## config.mk

```make
export PLATFORM = sky130hd
export DESIGN_NAME = ddr3_bclk_training_ctrl
export DESIGN_NICKNAME = d
export VERILOG_FILES = /design/src/rtl/ddr3_bclk_training_ctrl.sv
export SDC_FILE = /design/constraint.sdc
export NUM_CORES = 1
export LEC_CHECK = 0
export ABC_AREA = 1
export CELL_PAD_IN_SITES_DETAIL_PLACEMENT = 1
export CELL_PAD_IN_SITES_GLOBAL_PLACEMENT = 2
export CORE_MARGIN = 2
export CORE_UTILIZATION = 37
export CTS_CLUSTER_DIAMETER = 100
export CTS_CLUSTER_SIZE = 20
export DETAILED_ROUTE_END_ITERATION = 8
export GPL_ROUTABILITY_DRIVEN = 0
export PLACE_DENSITY_LB_ADDON = 0.08
export SYNTH_ARGS = -nofsm -noshare
export SYNTH_HDL_FRONTEND = slang
export SYNTH_SLANG_ARGS = --single-unit
```

## constraint.sdc

```tcl
create_clock -name FAB_CLK -period 6.45 [get_ports FAB_CLK]
set_clock_uncertainty 0.1 [all_clocks]
set_input_delay 1.935 -clock FAB_CLK [delete_from_list [all_inputs] [get_ports FAB_CLK]]
set_output_delay 1.935 -clock FAB_CLK [all_outputs]
set_load 0.005 [all_outputs]
```

## src/rtl/ddr3_bclk_training_ctrl.sv

```systemverilog
// ddr3_bclk_training_ctrl: sweeps the BCLK training IOD RX delay line from tap 0,
// finds the widest clean EARLY/LATE window and steps back to its centre.
// Optional macro BCLK_TRAIN_WINDOW_OUT_EN adds WIN_START/WIN_END outputs.
module ddr3_bclk_training_ctrl #(
  parameter int unsigned TAP_MAX       = 127,
  parameter int unsigned SETTLE_CYCLES = 8,
  parameter int unsigned SAMPLE_CYCLES = 16,
  parameter int unsigned MIN_WINDOW    = 4
) (
  input  logic       FAB_CLK,
  input  logic       RESET_N,
  input  logic       START,
  input  logic       EYE_MONITOR_EARLY,
  input  logic       EYE_MONITOR_LATE,
  input  logic       DELAY_LINE_OUT_OF_RANGE,
  output logic       DELAY_LINE_LOAD,
  output logic       DELAY_LINE_MOVE,
  output logic       DELAY_LINE_DIRECTION,
  output logic       EYE_MONITOR_CLEAR_FLAGS,
  output logic       BUSY,
  output logic       DONE,
  output logic       FAIL,
  output logic [7:0] TAP_CENTER
`ifdef BCLK_TRAIN_WINDOW_OUT_EN
  ,
  output logic [7:0] WIN_START,
  output logic [7:0] WIN_END
`endif
);

  localparam int unsigned TAP_W   = 8;
  localparam int unsigned CNT_MAX = (SETTLE_CYCLES > SAMPLE_CYCLES) ? SETTLE_CYCLES : SAMPLE_CYCLES;
  localparam int unsigned CNT_W   = $clog2(CNT_MAX + 1);

  typedef enum logic [3:0] {
    S_IDLE, S_LOAD, S_CLEAR, S_SETTLE, S_SAMPLE,
    S_EVAL, S_STEP, S_CENTER, S_FINISH, S_FAILED
  } state_t;

  state_t             state_q, state_d;
  logic [TAP_W-1:0]   tap_q, tap_d;
  logic [CNT_W-1:0]   cnt_q, cnt_d;
  logic               edge_seen_q, edge_seen_d;
  logic               start_found_q, start_found_d;
  logic [TAP_W-1:0]   win_start_q, win_start_d;
  logic [TAP_W-1:0]   win_end_q, win_end_d;
  logic [TAP_W-1:0]   center_q, center_d;
  logic               phase_q, phase_d;

  logic               load_q, load_d;
  logic               move_q, move_d;
  logic               dir_q, dir_d;
  logic               clear_q, clear_d;
  logic               busy_q, busy_d;
  logic               done_q, done_d;
  logic               fail_q, fail_d;
  logic [TAP_W-1:0]   tap_center_q, tap_center_d;

  logic               sweep_end;
  logic               sf_n;
  logic [TAP_W-1:0]   ws_n, we_n, center_n;
  logic [TAP_W:0]     win_sum, win_width;
  logic               win_pass;

  // Window decision made during EVAL, in the priority order of the sweep rules
  always_comb begin
    sweep_end = 1'b0;
    sf_n      = start_found_q;
    ws_n      = win_start_q;
    we_n      = win_end_q;
    if (DELAY_LINE_OUT_OF_RANGE) begin
      sweep_end = 1'b1;
      we_n      = tap_q - TAP_W'(1);
    end else if (edge_seen_q && start_found_q) begin
      sweep_end = 1'b1;
      we_n      = tap_q - TAP_W'(1);
    end else begin
      if (!edge_seen_q && !start_found_q) begin
        ws_n = tap_q;
        sf_n = 1'b1;
      end
      if (tap_q == TAP_W'(TAP_MAX)) begin
        sweep_end = 1'b1;
        if (!edge_seen_q) we_n = tap_q;
      end
    end
    win_sum   = {1'b0, ws_n} + {1'b0, we_n};
    win_width = {1'b0, we_n} - {1'b0, ws_n} + (TAP_W+1)'(1);
    center_n  = win_sum[TAP_W:1];
    win_pass  = sf_n && (win_width >= (TAP_W+1)'(MIN_WINDOW));
  end

  // Next-state and datapath update
  always_comb begin
    state_d       = state_q;
    tap_d         = tap_q;
    cnt_d         = cnt_q;
    edge_seen_d   = edge_seen_q;
    start_found_d = start_found_q;
    win_start_d   = win_start_q;
    win_end_d     = win_end_q;
    center_d      = center_q;
    phase_d       = phase_q;
    case (state_q)
      S_IDLE, S_FINISH, S_FAILED: begin
        if (START) begin
          state_d       = S_LOAD;
          tap_d         = '0;
          start_found_d = 1'b0;
          win_start_d   = '0;
          win_end_d     = '0;
          center_d      = '0;
          phase_d       = 1'b0;
        end else begin
          state_d = S_IDLE;
        end
      end
      S_LOAD: state_d = S_CLEAR;
      S_CLEAR: begin
        edge_seen_d = 1'b0;
        cnt_d       = '0;
        state_d     = S_SETTLE;
      end
      S_SETTLE: begin
        if (cnt_q == CNT_W'(SETTLE_CYCLES - 1)) begin
          cnt_d   = '0;
          state_d = S_SAMPLE;
        end else begin
          cnt_d = cnt_q + CNT_W'(1);
        end
      end
      S_SAMPLE: begin
        edge_seen_d = edge_seen_q | EYE_MONITOR_EARLY | EYE_MONITOR_LATE;
        if (cnt_q == CNT_W'(SAMPLE_CYCLES - 1)) begin
          cnt_d   = '0;
          state_d = S_EVAL;
        end else begin
          cnt_d = cnt_q + CNT_W'(1);
        end
      end
      S_EVAL: begin
        start_found_d = sf_n;
        win_start_d   = ws_n;
        win_end_d     = we_n;
        if (!sweep_end) begin
          state_d = S_STEP;
        end else if (win_pass) begin
          center_d = center_n;
          phase_d  = (tap_q > center_n);
          state_d  = S_CENTER;
        end else begin
          state_d = S_FAILED;
        end
      end
      S_STEP: begin
        tap_d   = tap_q + TAP_W'(1);
        state_d = S_CLEAR;
      end
      S_CENTER: begin
        // phase 1 is a MOVE-high cycle, phase 0 the following low cycle
        if (phase_q) begin
          tap_d   = tap_q - TAP_W'(1);
          phase_d = 1'b0;
        end else if (tap_q > center_q) begin
          phase_d = 1'b1;
        end else begin
          state_d = S_FINISH;
        end
      end
      default: state_d = S_IDLE;
    endcase
  end

  // Output values for the next cycle, decoded from the next state
  always_comb begin
    load_d       = (state_d == S_LOAD);
    clear_d      = (state_d == S_CLEAR);
    move_d       = (state_d == S_STEP) || ((state_d == S_CENTER) && phase_d);
    dir_d        = (state_d == S_STEP);
    busy_d       = !((state_d == S_IDLE) || (state_d == S_FINISH) || (state_d == S_FAILED));
    done_d       = done_q;
    fail_d       = fail_q;
    tap_center_d = tap_center_q;
    if (state_d == S_LOAD) begin
      done_d       = 1'b0;
      fail_d       = 1'b0;
      tap_center_d = '0;
    end else if (state_d == S_FINISH) begin
      done_d       = 1'b1;
      tap_center_d = tap_d;
    end else if (state_d == S_FAILED) begin
      fail_d       = 1'b1;
      tap_center_d = '0;
    end
  end

  // State, datapath and output registers
  always_ff @(posedge FAB_CLK) begin
    if (!RESET_N) begin
      state_q       <= S_IDLE;
      tap_q         <= '0;
      cnt_q         <= '0;
      edge_seen_q   <= 1'b0;
      start_found_q <= 1'b0;
      win_start_q   <= '0;
      win_end_q     <= '0;
      center_q      <= '0;
      phase_q       <= 1'b0;
      load_q        <= 1'b0;
      move_q        <= 1'b0;
      dir_q         <= 1'b0;
      clear_q       <= 1'b0;
      busy_q        <= 1'b0;
      done_q        <= 1'b0;
      fail_q        <= 1'b0;
      tap_center_q  <= '0;
    end else begin
      state_q       <= state_d;
      tap_q         <= tap_d;
      cnt_q         <= cnt_d;
      edge_seen_q   <= edge_seen_d;
      start_found_q <= start_found_d;
      win_start_q   <= win_start_d;
      win_end_q     <= win_end_d;
      center_q      <= center_d;
      phase_q       <= phase_d;
      load_q        <= load_d;
      move_q        <= move_d;
      dir_q         <= dir_d;
      clear_q       <= clear_d;
      busy_q        <= busy_d;
      done_q        <= done_d;
      fail_q        <= fail_d;
      tap_center_q  <= tap_center_d;
    end
  end

  assign DELAY_LINE_LOAD         = load_q;
  assign DELAY_LINE_MOVE         = move_q;
  assign DELAY_LINE_DIRECTION    = dir_q;
  assign EYE_MONITOR_CLEAR_FLAGS = clear_q;
  assign BUSY                    = busy_q;
  assign DONE                    = done_q;
  assign FAIL                    = fail_q;
  assign TAP_CENTER              = tap_center_q;

`ifdef BCLK_TRAIN_WINDOW_OUT_EN
  logic [TAP_W-1:0] win_start_out_q, win_end_out_q;

  // Window bounds captured once at sweep end and held with DONE/FAIL
  always_ff @(posedge FAB_CLK) begin
    if (!RESET_N) begin
      win_start_out_q <= '0;
      win_end_out_q   <= '0;
    end else if ((state_q == S_EVAL) && sweep_end) begin
      win_start_out_q <= ws_n;
      win_end_out_q   <= we_n;
    end
  end

  assign WIN_START = win_start_out_q;
  assign WIN_END   = win_end_out_q;
`endif

endmodule

```

==> results.cfg, run 1 <==
[power_and_ir_drop]
switching_share_of_power = 0.295
leak_nw = 2.18
power_per_cell_area_nw_per_um2 = 228
power.share.sequential = 0.344
clock_network_power_share = 0.460
comb_power_share = 0.196
power_dissipated_by_switching_net_loads_w = 0.000324
internal_cell_power_w = 0.000776
worst_ir_drop_vdd_mv = 0.125

[synth]
synth_top_cells_by_area = dfxtp_1 (28%), nand2_1 (14%), ha_1 (13%)
postSynth.topFlopCell = dfxtp_1
asr_flop_ratio_synth = 0
library_cell_with_the_largest_summed_area_after_synthesis = dfxtp_1
synth_edf_count = 0
post_synth.cell_area_avg_sq_um = 6.73
postSynthNetCount = 671
synth_top_area_share = 0.284
yosys_register_bits = 59
ys_warn_count = 0
synth_cell_type_count = 42
post_synthesis_sequential_area_ratio = 0.284
gate_count_after_technology_mapping = 619
combined_area_of_all_synthesized_cells_sq_um = 4170

[global_routing]
global_route.usage.met1 = 0.272
overall_routing_resource_usage = 0.224
global_route_met2_usage = 0.394
grt_pass1_vias = 4099
grt_pass1_wl_um = 20400
globalRouteMet3Util = 0.0329
grt_antenna_before_repair = 0
maximum_number_of_pins_on_one_net_before_global_route_repair = 38
grt_overflow = 0
globalRoute.busiestLayer = met2

[routing]
drt_iter0_drc = 142
via_count = 4052
final_antenna_net_count = 0
detail_route.wl_per_cell_um = 16.2
drt-vias-per-instance = 5.15
drt_first_pass_iters = 4
detail_route.wirelength_um = 12700
drc_violation_count_after_routing = 0

[sta]
unrepaired_setup_endpoints_after_global_routing = false
relative_slew_slack = 0.493
worstMarginPinSlew_ns = 0.759
report.final.setup_viol = 0
hold_viol = 0
post-route-min-period_ns = 5.76
count_of_pins_over_their_slew_limit = 0
fmaxAchievable_ghz = 0.174
final.setup.tns_ns = 0
post-route-period-util = 0.893
timing.final.ws_setup_ns = 0.688

[cells_and_area]
layout_commonest_cell = nand2_1
insertedDiodeCount = 0
share_of_final_layout_standard_cells_stronger_than_drive_strength_1 = 0.0680
final_nets = 694
syn2layout_area_growth_pct = 15.9
top_library_cells_by_usage_in_the_layout_fill_and_taps_aside = nand2_1 (151), inv_1 (97), dfxtp_1 (59), a21oi_1 (59), nor2_1 (55)

[clock_tree]
tritoncts = yes
post_cts_buffers = 0
post_cts_resized = 0
clockRootBuffer = clkbuf_16
clock_insertion_delay_worst_skew_ns = 0.34
clk_path_buf_depth = 2
clock_pin_slew_reported_for_the_worst_setup_and_hold_paths_after_clock_tree_synthesis_ns = 0.06
numClockSinks = 59
cts.htree.levels = 3
ctsHoldBuffers = 0
tritoncts.num_buffers = 9

[die]
chipHeight_um = 110
pin_count = 21
die_x_um = 110
core_area_sq_um = 10900
row_count = 38
die_area_sq_um = 12100
starting_density = 0.381

[placed_design]
detailed_place_hpwl_um = 9850
buffer_ports.inserted = 20
post-place-ws_ns = 0.390

[critical_path]
crit_path_cell_trace = clkdlybuf4s50_1 > nor2_1 > nand2_1 > o21ai_0 > inv_1 > ha_1 > inv_1 > fa_1 > o21ai_0 > a21oi_1 > nor2_1 > nor2_1 > xor2_1 > ha_1 > a21oi_1 > nor2_1 > a211oi_1 > a21oi_1 > nand2_1 > nand2_1 > inv_1 > nand2_1 > nand2_1 > nand2_1
critical_path_peak_fanout = 16
cp_slowest_cell = clkdlybuf4s50_1
crit_path_end_kind = register
startpoint_class_of_the_critical_path = primary input
timing.setup.critical_path_class = primary input to register
cp_slowest_stage_delay_ns = 0.52
critPathRequiredTime_ns = 6.58
cpLargestDelayFamily = compound AO/OA/AOI/OAI gates
cp.buffers_inverters = 4
critical_path.most_common_cell = nand2_1
worstPathArrival_ns = 5.89

[flow_run]
max_cap_viol_count = 0

[worst_hold_path]
worst_hold_path_type = register to register

[outcome]
outcome = finished, final reports clean
## power groups by stage
stage               logic (W)  registers [W]  clock network, W
detailed placement   0.000215       0.000386                 0
floorplan            0.000153       0.000385                 0
global route         0.000244       0.000379          0.000533
CTS                  0.000217       0.000378          0.000516
global placement     0.000207       0.000386                 0
finish               0.000216       0.000378          0.000506
## cell usage after synthesis, types with 7 or more instances
library cell and number:
a21oi_1 59, clkbuf_1 7, dfxtp_1 59, ha_1 44, inv_1 97, nand2_1 151, nand3_1 23, nand4_1 8
nor2_1 55, nor3_1 12, o21ai_0 28, xor2_1 12
## through the flow
step / total power (W) / hold slack (ns) / cells / instance area (sq um) / utilization
2_1_floorplan: 0.000538 / 0.333 / 619 / 4170 / -
6_report: 0.00110 / 0.351 / 787 / 4830 / 0.442
3_3_place_gp: 0.000593 / 0.341 / 771 / 4510 / 0.413
5_1_grt: 0.00116 / 0.381 / 787 / 4830 / 0.442
3_5_place_dp: 0.000601 / 0.347 / 771 / 4510 / 0.413
4_1_cts: 0.00111 / 0.354 / 787 / 4830 / 0.442
## kinds of logic after synthesis
group                    after synthesis  synth area share
AO/OA/AOI/OAI                        114             0.152
XOR/XNOR                              13            0.0273
adder cells (fa/ha/maj)               46             0.142
buffers and inverters                114             0.105
flip-flops                            59             0.284
AND/OR/NAND/NOR                      273             0.290
## registers in the layout, summed over array words and instances (netlist names), 4 cells and up
signal and flops:
win_end_q 8, TAP_CENTER 8, state_q 4, tap_q 8, center_q 8, cnt_q 5
win_start_q 8
## cell type report
cell class                 count  area (sq um)
sequential                    59          1180
clock buffer                  13           270
timing repair buffer          23           223
clock inverter                 3          43.8
multi-input combinational    446          2550
tap                          140           175
inverter                     103           387
fill                        1450          6110
## per-layer routing
layer | share of wire | up-vias
met2 | 0.51 | 52
met4 | 0.020 | 0
met1 | 0.44 | 1944
li1 | - | 2038
met3 | 0.033 | 18
met5 | 0 | -
## worst register-to-register path: stages, from the launching register on
cell and delay [ns]:
dfxtp_1 0.64, ha_1 0.29, nand3_1 0.11, nor2_2 0.19, nand4_2 0.19, nor2_4 0.24, o21ai_0 0.10, o22ai_1 0.24
ha_1 0.26, inv_1 0.07, fa_1 0.40, o21ai_0 0.40, a21oi_1 0.12, nor2_1 0.12, nor2_1 0.06, xor2_1 0.16
ha_1 0.33, a21oi_1 0.17, nor2_1 0.06, a211oi_1 0.17, a21oi_1 0.10, nand2_1 0.12, nand2_1 0.06, inv_1 0.07
nand2_1 0.06, nand2_1 0.06, nand2_1 0.04
## worst paths after layout
| path | start | end | slack, ns | cells past startpoint |
|---|---|---|---|---|
| hold reg to reg | FAIL$_SDFFE_PP0P_ | FAIL$_SDFFE_PP0P_ | 0.35 | 2 |
| setup reg to reg | tap_q[1]$_SDFF_PN0_ | DELAY_LINE_MOVE$_SDFF_PN0_ | 1.42 | 26 |
| hold / removal | FAIL$_SDFFE_PP0P_ | FAIL$_SDFFE_PP0P_ | 0.35 | 2 |
| setup / recovery | DELAY_LINE_OUT_OF_RANGE | DELAY_LINE_MOVE$_SDFF_PN0_ | 0.69 | 24 |
Power figures use the tool's default switching activity.
==> inputs of run 2 (changes only) <==
--- a/config.mk
+++ b/config.mk
@@ -15,6 +15,7 @@
 export DETAILED_ROUTE_END_ITERATION = 8
 export GPL_ROUTABILITY_DRIVEN = 0
 export PLACE_DENSITY_LB_ADDON = 0.08
+export SKIP_LAST_GASP = 1
 export SYNTH_ARGS = -nofsm -noshare
 export SYNTH_HDL_FRONTEND = slang
 export SYNTH_SLANG_ARGS = --single-unit
==> results of run 2 <==
No change in the layout: final DEF, timing and power equal those of run 1.
